File: src/rtl/falafel_req_frontend.sv
// falafel_req_frontend: parses header/payload requests into size-classed allocator commands
// and owns the free-list pointer bank.
module falafel_req_frontend #(
    parameter int DATA_W      = 64,
    parameter int NUM_LISTS   = 4,
    parameter int ALIGNMENT   = 8,
    parameter int MIN_PAYLOAD = 32,
    parameter int OPCODE_W    = 4,
    parameter int MSG_ID_W    = 8,
    parameter int REG_ADDR_W  = 16,
    localparam int LIST_W     = NUM_LISTS > 1 ? $clog2(NUM_LISTS) : 1
) (
    input  logic                        clk_i,
    input  logic                        rst_i,
    input  logic                        req_valid_i,
    output logic                        req_ready_o,
    input  logic [DATA_W-1:0]           req_data_i,
    output logic                        cmd_valid_o,
    input  logic                        cmd_ready_i,
    output logic                        cmd_is_free_o,
    output logic [MSG_ID_W-1:0]         cmd_id_o,
    output logic [LIST_W-1:0]           cmd_list_o,
    output logic [DATA_W-1:0]           cmd_word_o,
    output logic [NUM_LISTS*DATA_W-1:0] free_list_ptr_o,
    output logic                        err_o
);
    typedef enum logic [1:0] {HDR, PAY, ISSUE} state_t;
    localparam logic [DATA_W-1:0] ALIGN_M = DATA_W'(ALIGNMENT - 1);
    localparam logic [DATA_W-1:0] MIN_SZ  = DATA_W'(MIN_PAYLOAD);
    state_t state, state_nxt;
    logic [OPCODE_W-1:0]   op;
    logic [MSG_ID_W-1:0]   id;
    logic [REG_ADDR_W-1:0] addr;
    logic [DATA_W-1:0]     size_s, size_a;
    logic [LIST_W-1:0]     alloc_cls, free_cls, reg_idx;
    logic fire, ovf, reg_hit, is_wr, is_alloc, is_free, to_issue;
    assign fire     = req_valid_i && req_ready_o;
    assign is_wr    = op == OPCODE_W'(0);
    assign is_alloc = op == OPCODE_W'(1);
    assign is_free  = op == OPCODE_W'(2);
    assign size_s   = req_data_i < MIN_SZ ? MIN_SZ : req_data_i;
    assign size_a   = (size_s + ALIGN_M) & ~ALIGN_M;
    // ~ALIGN_M equals 2^DATA_W - ALIGNMENT: the largest size that rounds up without wrapping
    assign ovf      = req_data_i > ~ALIGN_M;
    assign to_issue = (is_alloc && !ovf) || is_free;
    assign free_cls = NUM_LISTS > 1 ? addr[LIST_W-1:0] : '0;
    always_comb begin
        alloc_cls = LIST_W'(NUM_LISTS - 1);
        for (int i = NUM_LISTS - 1; i >= 0; i--)
            if (size_a <= (MIN_SZ << i)) alloc_cls = LIST_W'(i);
    end
    always_comb begin
        reg_hit = 1'b0;
        reg_idx = '0;
        for (int i = 0; i < NUM_LISTS; i++)
            if (addr == REG_ADDR_W'(16 + 8 * i)) begin
                reg_hit = 1'b1;
                reg_idx = LIST_W'(i);
            end
    end
    always_ff @(posedge clk_i or posedge rst_i)
        if (rst_i) state <= HDR;
        else state <= state_nxt;
    always_comb begin
        state_nxt = state;
        case (state)
            HDR:     state_nxt = fire ? PAY : HDR;
            PAY:     state_nxt = !fire ? PAY : to_issue ? ISSUE : HDR;
            ISSUE:   state_nxt = cmd_ready_i ? HDR : ISSUE;
            default: state_nxt = HDR;
        endcase
    end
    always_comb begin
        req_ready_o = !rst_i && state != ISSUE;
        cmd_valid_o = state == ISSUE;
    end
    always_ff @(posedge clk_i or posedge rst_i)
        if (rst_i) begin
            op              <= '0;
            id              <= '0;
            addr            <= '0;
            err_o           <= 1'b0;
            cmd_is_free_o   <= 1'b0;
            cmd_id_o        <= '0;
            cmd_list_o      <= '0;
            cmd_word_o      <= '0;
            free_list_ptr_o <= '0;
        end else begin
            err_o <= 1'b0;
            if (fire && state == HDR) begin
                op   <= req_data_i[OPCODE_W-1:0];
                id   <= req_data_i[OPCODE_W +: MSG_ID_W];
                addr <= req_data_i[OPCODE_W+MSG_ID_W +: REG_ADDR_W];
            end
            if (fire && state == PAY) begin
                err_o <= (is_wr && !reg_hit) || (is_alloc && ovf) || !(is_wr || is_alloc || is_free);
                if (is_wr && reg_hit) free_list_ptr_o[reg_idx*DATA_W +: DATA_W] <= req_data_i;
                if (to_issue) begin
                    cmd_is_free_o <= is_free;
                    cmd_id_o      <= id;
                    cmd_list_o    <= is_free ? free_cls : alloc_cls;
                    cmd_word_o    <= is_free ? req_data_i : size_a;
                end
            end
        end
endmodule

File: config.mk
export PLATFORM = sky130hd
export DESIGN_NAME = falafel_req_frontend
export DESIGN_NICKNAME = d
export VERILOG_FILES = /design/src/rtl/falafel_req_frontend.sv
export SDC_FILE = /design/constraint.sdc
export NUM_CORES = 1
export LEC_CHECK = 0
export BUFFER_PORTS_ARGS = -buffer_cell sky130_fd_sc_hd__buf_4
export CAP_MARGIN = 5
export CORE_ASPECT_RATIO = 0.7
export CORE_UTILIZATION = 58
export CTS_CLUSTER_DIAMETER = 120
export DETAILED_ROUTE_END_ITERATION = 10
export PLACE_DENSITY = 0.86
export SYNTH_ARGS = -nofsm -noshare
export SYNTH_HDL_FRONTEND = slang
export SYNTH_SLANG_ARGS = --single-unit
File: constraint.sdc
create_clock -name clk_i -period 20.1 [get_ports clk_i]
set_input_delay 3.015 -clock clk_i [delete_from_list [all_inputs] [get_ports clk_i]]
set_output_delay 3.015 -clock clk_i [all_outputs]
set_load 0.01 [all_outputs]
* Yosys cells after proc, flatten, opt, wreduce, memory -nomap -nowiden *
Cells that the tools add are included.

word-level totals
  input bits = 68
  logic and storage cells = 69
  bits in registers = 362

operators by class
  $add $sub $neg = 2
  eq/ne operators = 9
  shift-type cells = 2
  muxes and demuxes = 20
  reduce and logical (&&, ||, !) cells = 21
  magnitude comparators = 5

operators by type and width
  cell                                                                        count
  256-bit bitwise mux                                                         1
  64-bit by 34-bit variable shift with 256-bit output (first input constant)  1
  64-bit by 34-bit variable part select with 256-bit output                   1
  64-bit 2-to-1 mux                                                           2
  64-bit by 3-bit adder with 64-bit output (second input constant)            1
  64-bit > comparator (second input constant)                                 1
  64-bit by 6-bit <= comparator with 1-bit output (second input constant)     1
  64-bit by 7-bit <= comparator with 1-bit output (second input constant)     1
  64-bit by 8-bit <= comparator with 1-bit output (second input constant)     1
  64-bit by 6-bit < comparator with 1-bit output (second input constant)      1
  8-bit negator with 34-bit output                                            1
  16-bit by 5-bit equality test with 1-bit output (second input constant)     2
  16-bit by 6-bit equality test with 1-bit output (second input constant)     2
  2-bit 2-to-1 mux                                                            8
  1-bit logical AND                                                           8
  1-bit 2-to-1 mux                                                            8
  2-bit one-hot mux with 3 select lines                                       1
  1-bit logical OR                                                            5
  4-bit by 1-bit equality test with 1-bit output (second input constant)      1
  4-bit by 2-bit equality test with 1-bit output (second input constant)      1
  1-bit zero test                                                             4
  4-bit zero test                                                             1
  2-bit AND reduction                                                         2
  2-bit by 1-bit equality test with 1-bit output (second input constant)      1
  3 further kinds                                                             3

* Depth between registers and ports, before layout *
Gate-level depths: netlist of the first run.

  depth in word-level cells = 10
  depth in mapped cells = 13
  mapped depth without buffers = 9

* Least setup slack after synthesis of the first run *
OpenSTA, ideal clock, no wires.

  path kind = input to output
  from = input rst_i
  to = output req_ready_o
  data arrival time = 3.184 ns
  path slack = 13.901 ns
  cell stages on the path = 1
  required time = 17.085 ns
  buffers on the path = 0
  cells stage by stage = nor2_1

between the ends
  longest elaborated chain between the ends = 2

ends and longest elaborated chain
  what                              RTL line  source
  from (decl)                       14        input logic rst_i,
  1-bit zero test (no source line)  --
  1-bit logical AND                 74        req_ready_o = !rst_i && state != ISSUE;
  to (decl)                         16        output logic req_ready_o,

Every way passes these cells.

* Worst setup path after layout of the first run *
Ends and elaborated chain as after synthesis.

==> flow_metrics.env, run 1 <==
export IMPL_status="finished clean"
export IMPL_synthArstFlopShare_pct=100.0
export IMPL_die_area_um2=28290
export IMPL_ios=402
export IMPL_fmax_mhz=156.1
export IMPL_clk_latency_ps=520
export IMPL_ant_nets=0
export IMPL_finalWirelength_mm=52.14
export IMPL_drt_wirelength_per_cell_um=23.99
export IMPL_power_leakage_nw=9.869
export IMPL_drc=0
export IMPL_clock_skew_ps=13.08
export IMPL_synthesis_nets=1541
export IMPL_grt_ovfl_total=0
export IMPL_p_total_w=0.001956
export IMPL_fin_setup_tns_ps=0
export IMPL_hold_start="free_list_ptr_o[230]"
export IMPL_irDropWorstVdd_mv=0.05590
export IMPL_grt_use_met2_pct=55.12
export IMPL_hold_violations=0
export IMPL_htreeDepth=2
export IMPL_rrSetupSlack_ps=16590
export IMPL_fp_coreArea_um2=26900
export IMPL_path_class="input pin to primary output"
export IMPL_setup_violations_final=0
export IMPL_startpoint_type="input pin"
export IMPL_seq_area_frac_synth_pct=56.56
export IMPL_synth_edff_count=0
export IMPL_synth_seq_cells=362
export IMPL_synth_area_leaders="dfrtp_1 (57%), a22o_1 (7.0%), mux2_2 (6.0%), nand2_1 (5.7%), o21ai_0 (3.5%)"
export IMPL_layout_cells_non_filler=2173
export IMPL_slew_headroom_pct=23.85
export IMPL_maxSlewViolCount=0
export IMPL_worst_pin_slew_ps=1142
export IMPL_ctsResizeCount=0
export IMPL_r2r_start="op[3]"
export IMPL_cp_required_ps=17090
export IMPL_cap_violations=0
export IMPL_netlist_area_um2=16020
export IMPL_path_cells="buf_4 -> nor2_1 -> buf_4"
export IMPL_synth_avg_cell_area_um2=10.90
export IMPL_pwr_density_cell_nw_per_um2=96.49
export IMPL_start_util_pct=59.54
export IMPL_yosysUniqueCellTypes=71
export IMPL_clockRootBuffer="clkbuf_16"
export IMPL_finalNetCount=1854
export IMPL_timing_rr_end="cmd_id_o[4]"
export IMPL_fin_crit_ps=6405
export IMPL_port_buffers=401
export IMPL_period_share_pct=31.86
export IMPL_firstDrtPassIters=5
export IMPL_synth_top_cell_by_area="dfrtp_1"
export IMPL_area_delta_synth_final_pct=26.57
export IMPL_r2r_cells=7
export IMPL_grt_setup_unrepaired="no"
export IMPL_die_y_um=141.0
export IMPL_clkTransAtPathRegs_ps=60
export IMPL_clock_sinks=362
export IMPL_post_cts_buffers=0
export IMPL_syn_inst=1470
export IMPL_vias=13520
export IMPL_vias_per_cell=6.221
export IMPL_cts_made_buffers=36
export IMPL_arrival_ps=3390
export IMPL_yosysWarnings=0
export IMPL_grt_pass1_vias=13230
export IMPL_hold_depth=2
export IMPL_cts_tree="built"
export IMPL_hold_buffers=0
export IMPL_dp_hpwl_mm=35.06
export IMPL_grt_total_usage_pct=37.09
export IMPL_antenna_found_initial=0
export IMPL_die_w_um=200.6
export IMPL_holdWs_ps=480.7
export IMPL_grt_pass1_wl_mm=80.41
export IMPL_ys_flop_type="dfrtp_1"
export IMPL_path_common_cell="buf_4"
export IMPL_use_met1_pct=52.88
export IMPL_busiest_layer="met2"
export IMPL_grt_use_met3_pct=10.86
export IMPL_antenna_cells=0
export IMPL_gp_congestion=0.9195
export IMPL_whs_endpoint="free_list_ptr_o[230]"
export IMPL_grt_max_degree=93
export IMPL_hp_class="flop to flop"
export IMPL_critPathMaxFanout=3
export IMPL_cts_path_max_buffers=3
export IMPL_synth_top_area_share_pct=56.56
export IMPL_drive_gt1_share_pct=32.73
export IMPL_drt_iter0_drc=1197
export IMPL_crit_slowest_cell="buf_4"
export IMPL_post_place_cells=2109
export IMPL_fp_row_count=50
export IMPL_slowest_delay_ps=140
export IMPL_end_kind="primary output"
-- per-layer routing --
metal	up-vias	part of all wire, %
li1	5816	-
met1	6719	42
met2	871	44
met3	113	11
met4	0	2.5
met5	-	0
-- sequential cells by signal (all words and copies together), names as in the netlist, 2 cells and up --
| signal | count |
|---|---|
| addr | 16 |
| id | 8 |
| cmd_word_o | 64 |
| cmd_list_o | 2 |
| free_list_ptr_o | 256 |
| state | 2 |
| op | 4 |
| cmd_id_o | 8 |
-- Yosys cell counts, types with 2 or more instances --
| master | n |
|---|---|
| a22o_1 | 128 |
| a32oi_1 | 2 |
| nand4_1 | 27 |
| ha_1 | 3 |
| a22oi_1 | 2 |
| buf_2 | 48 |
| and3_1 | 16 |
| nor3_4 | 2 |
| buf_1 | 2 |
| and4_1 | 9 |
| mux2_2 | 86 |
| a31oi_1 | 3 |
| nor2_1 | 45 |
| a31o_2 | 2 |
| mux2i_1 | 5 |
| and2_1 | 10 |
| buf_4 | 12 |
| nand2_1 | 244 |
| o22ai_1 | 3 |
| a21oi_1 | 15 |
| clkbuf_1 | 72 |
| xnor2_1 | 32 |
| mux2_1 | 7 |
| nor3_1 | 22 |
| o21ai_0 | 113 |
| or3_1 | 5 |
| buf_6 | 5 |
| xor2_1 | 35 |
| clkbuf_2 | 3 |
| nor2b_1 | 4 |
| nor4_2 | 5 |
| nor4_1 | 17 |
| nand4_2 | 2 |
| inv_1 | 11 |
| nand3_1 | 39 |
| o21ai_1 | 30 |
| nand2b_1 | 5 |
| dfrtp_1 | 362 |
| a311oi_1 | 3 |
| nor4b_1 | 3 |
-- critical path, delay by kind of cell --
family        cells  cell delay, ps
simple gates      1             110
buf+inv           2             270
-- metrics by stage --
| step | utilization (%) | setup WS [ps] | instance area, um2 |
|---|---|---|---|
| after floorplan | - | 7038 | 16020 |
| after global placement | 70.55 | 13690 | 18980 |
| after detailed placement | 70.55 | 13690 | 18980 |
| after CTS | 75.36 | 13690 | 20270 |
| after global routing | 75.36 | 13670 | 20270 |
| final | 75.36 | 13700 | 20270 |
-- power by group --
part / switching (W) / internal, W / total (W)
clock: 0.000286 / 0.000446 / 0.000732
sequential: 0.0000578 / 0.000819 / 0.000877
combinational: 0.000194 / 0.000153 / 0.000347
-- cell type report --
type / count / area [um2]
clock inverters: 10 / 183.9
repair buffers: 417 / 3131
multi-input cells: 955 / 6285
well taps: 364 / 455.4
clock buffers: 54 / 1110
inverters: 11 / 48.80
flip-flops and latches: 362 / 9059
fillers: 1828 / 6629
-- logic make-up (layout without fill, tap and decap cells) --
group / after synthesis / after routing / share of synthesized area, %
muxes: 98 / 98 / 6.851
DFF: 362 / 362 / 56.56
AOI/OAI and AO/OA: 322 / 322 / 14.04
buffers and inverters: 153 / 492 / 4.500
and+or+nand+nor: 465 / 465 / 14.16
xor gates and xnor gates: 67 / 67 / 3.664
adders and majority gates: 3 / 3 / 0.2344
-- cell usage in the layout (no fill, tap or decap), types with 35 or more instances in the layout --
cell | Yosys | final
a22o_1 | 128 | 128
buf_4 | 12 | 417
clkbuf_16 | 0 | 37
dfrtp_1 | 362 | 362
mux2_2 | 86 | 86
nand2_1 | 244 | 241
nand3_1 | 39 | 39
nor2_1 | 45 | 45
o21ai_0 | 113 | 113
xor2_1 | 35 | 35
-- how the worst max path moves through the flow --
stage | start | end
finish | rst_i | req_ready_o
global route | rst_i | req_ready_o
detailed placement | rst_i | req_ready_o
floorplan | rst_i | addr[0]
CTS | rst_i | req_ready_o
global placement | rst_i | req_ready_o
No activity file was read; power rests on OpenSTA's default activity.
==> run 2: changes to the inputs <==
CORE_UTILIZATION = 54   (was 58)
PLACE_DENSITY = 0.81   (was 0.86)
clock period = 5.9 ns   (was 20.1 ns; I/O delays follow)
==> flow_metrics.env, run 2 (synthesis gave the netlist of run 1 again) <==
export IMPL_clockRootBuffer="clkbuf_16"
export IMPL_layout_cells_most_common_list="buf_4 (417), dfrtp_1 (362), nand2_1 (241)"
export IMPL_htreeDepth=2
export IMPL_drt_iter0_drc=1131
export IMPL_vias=13310
export IMPL_cap_violations=0
export IMPL_period_share_pct=57.75
export IMPL_top_regs="free_list_ptr_o x256, cmd_word_o x64, addr x16"
export IMPL_worst_pin_slew_ps=1117
export IMPL_area_delta_synth_final_pct=25.44
export IMPL_ant_nets=0
export IMPL_grt_ovfl_total=0
export IMPL_top_register="free_list_ptr_o"
export IMPL_antenna_cells=0
export IMPL_die_y_um=146.1
export IMPL_utilization_pct=69.24
export IMPL_cts_tree="built"
export IMPL_fp_coreArea_um2=29020
export IMPL_post_place_cells=2124
export IMPL_port_buffers=401
export IMPL_fill_cells=2174
export IMPL_post_cts_buffers=0
export IMPL_end_kind="flop"
export IMPL_cp_required_ps=6300
export IMPL_grt_pass1_vias=12950
export IMPL_critPathMaxFanout=69
export IMPL_largest_register_ffs=256
export IMPL_grt_setup_unrepaired="no"
export IMPL_hold_depth=2
export IMPL_finalNetCount=1854
export IMPL_arrival_ps=3810
export IMPL_irDropWorstVdd_mv=0.2221
export IMPL_final_common_cell="buf_4"
export IMPL_hp_class="flop to flop"
export IMPL_die_area_um2=30360
export IMPL_vias_per_cell=6.090
export IMPL_gp_congestion=0.9328
export IMPL_drive_gt1_share_pct=32.43
export IMPL_pwr_density_cell_nw_per_um2=315.3
export IMPL_hold_violations=0
export IMPL_maxSlewViolCount=0
export IMPL_fin_crit_ps=3407
export IMPL_firstDrtPassIters=6
export IMPL_fp_row_count=52
export IMPL_cts_made_buffers=35
export IMPL_hold_buffers=0
export IMPL_status="finished clean"
export IMPL_fmax_mhz=293.5
export IMPL_clock_skew_ps=22.85
export IMPL_clk_latency_ps=540
export IMPL_fin_setup_tns_ps=0
export IMPL_clock_sinks=362
export IMPL_antenna_found_initial=0
export IMPL_drt_wirelength_per_cell_um=23.96
export IMPL_ctsResizeCount=0
export IMPL_dp_hpwl_mm=35.90
export IMPL_r2r_cells=9
export IMPL_start_util_pct=55.20
export IMPL_clkTransAtPathRegs_ps=60
export IMPL_die_w_um=207.8
export IMPL_setup_violations_final=0
export IMPL_holdWs_ps=480.8
export IMPL_slew_headroom_pct=25.48
export IMPL_ios=402
export IMPL_layout_cells_non_filler=2185
export IMPL_drc=0
export IMPL_grt_pass1_wl_mm=80.62
export IMPL_path_class="input pin to flop"
export IMPL_power_leakage_nw=9.756
export IMPL_cts_path_max_buffers=3
export IMPL_startpoint_type="input pin"
export IMPL_grt_total_usage_pct=34.66
export IMPL_grt_max_degree=139
export IMPL_finalWirelength_mm=52.36
run 2: worst max-delay path, stage by stage:
cell	delay [ps]
buf_4	210
nand4_4	150
nor3_1	510
nand3_1	320
nor4_2	400
nor4_2	140
a21oi_4	170
buf_4	590
mux2_2	400
run 2: area by class of cell:
| class | instances | area (um2) | area share (%) |
|---|---|---|---|
| sequential | 362 | 9059 | 45.09 |
| timing repair buffer | 418 | 3151 | 15.68 |
| inverter | 11 | 45.04 | 0.2242 |
| clock inverter | 13 | 113.9 | 0.5667 |
| multi-input combinational | 955 | 6285 | 31.28 |
| tap | 378 | 473.0 | 2.354 |
| clock buffer | 48 | 964.7 | 4.802 |
run 2: per-layer routing:
| layer | up-vias | part of all wire (%) | GRT usage (%) |
|---|---|---|---|
| met1 | 6670 | 43 | 50.79 |
| met2 | 772 | 44 | 50.69 |
| met5 | - | 0 | 0 |
| li1 | 5795 | - | - |
| met4 | 0 | 1.7 | 8.556 |
| met3 | 70 | 12 | 10.32 |
run 2: stage by stage:
step	area [um2]	worst slack [ps]	power, W
6_report	20090	2493	0.006334
2_1_floorplan	16020	160.7	0.003581
3_3_place_gp	19010	2094	0.004168
5_1_grt	20090	2365	0.006597
4_1_cts	20090	2555	0.006363
3_5_place_dp	19010	2019	0.004207
run 2: report_power, final:
part | internal, W | switching (W) | total (W) | leakage [nW]
clock network | 0.00120 | 0.000962 | 0.00216 | 0.515
registers | 0.00279 | 0.000207 | 0.00300 | 4.92
logic | 0.000523 | 0.000653 | 0.00118 | 4.32
total | 0.00451 | 0.00182 | 0.00633 | 9.76
run 2: path summary, 6_finish.rpt:
path	from	endpoint	slack [ps]
worst max register to register	addr[15]	free_list_ptr_o[131]	2610
min in group asynchronous	rst_i	cmd_word_o[58]	560
worst max-delay path	req_data_i[7]	cmd_id_o[0]	2490
worst min-delay path	free_list_ptr_o[218]	free_list_ptr_o[218]	480
worst min register to register	free_list_ptr_o[218]	free_list_ptr_o[218]	480
max in group asynchronous	rst_i	free_list_ptr_o[149]	3910
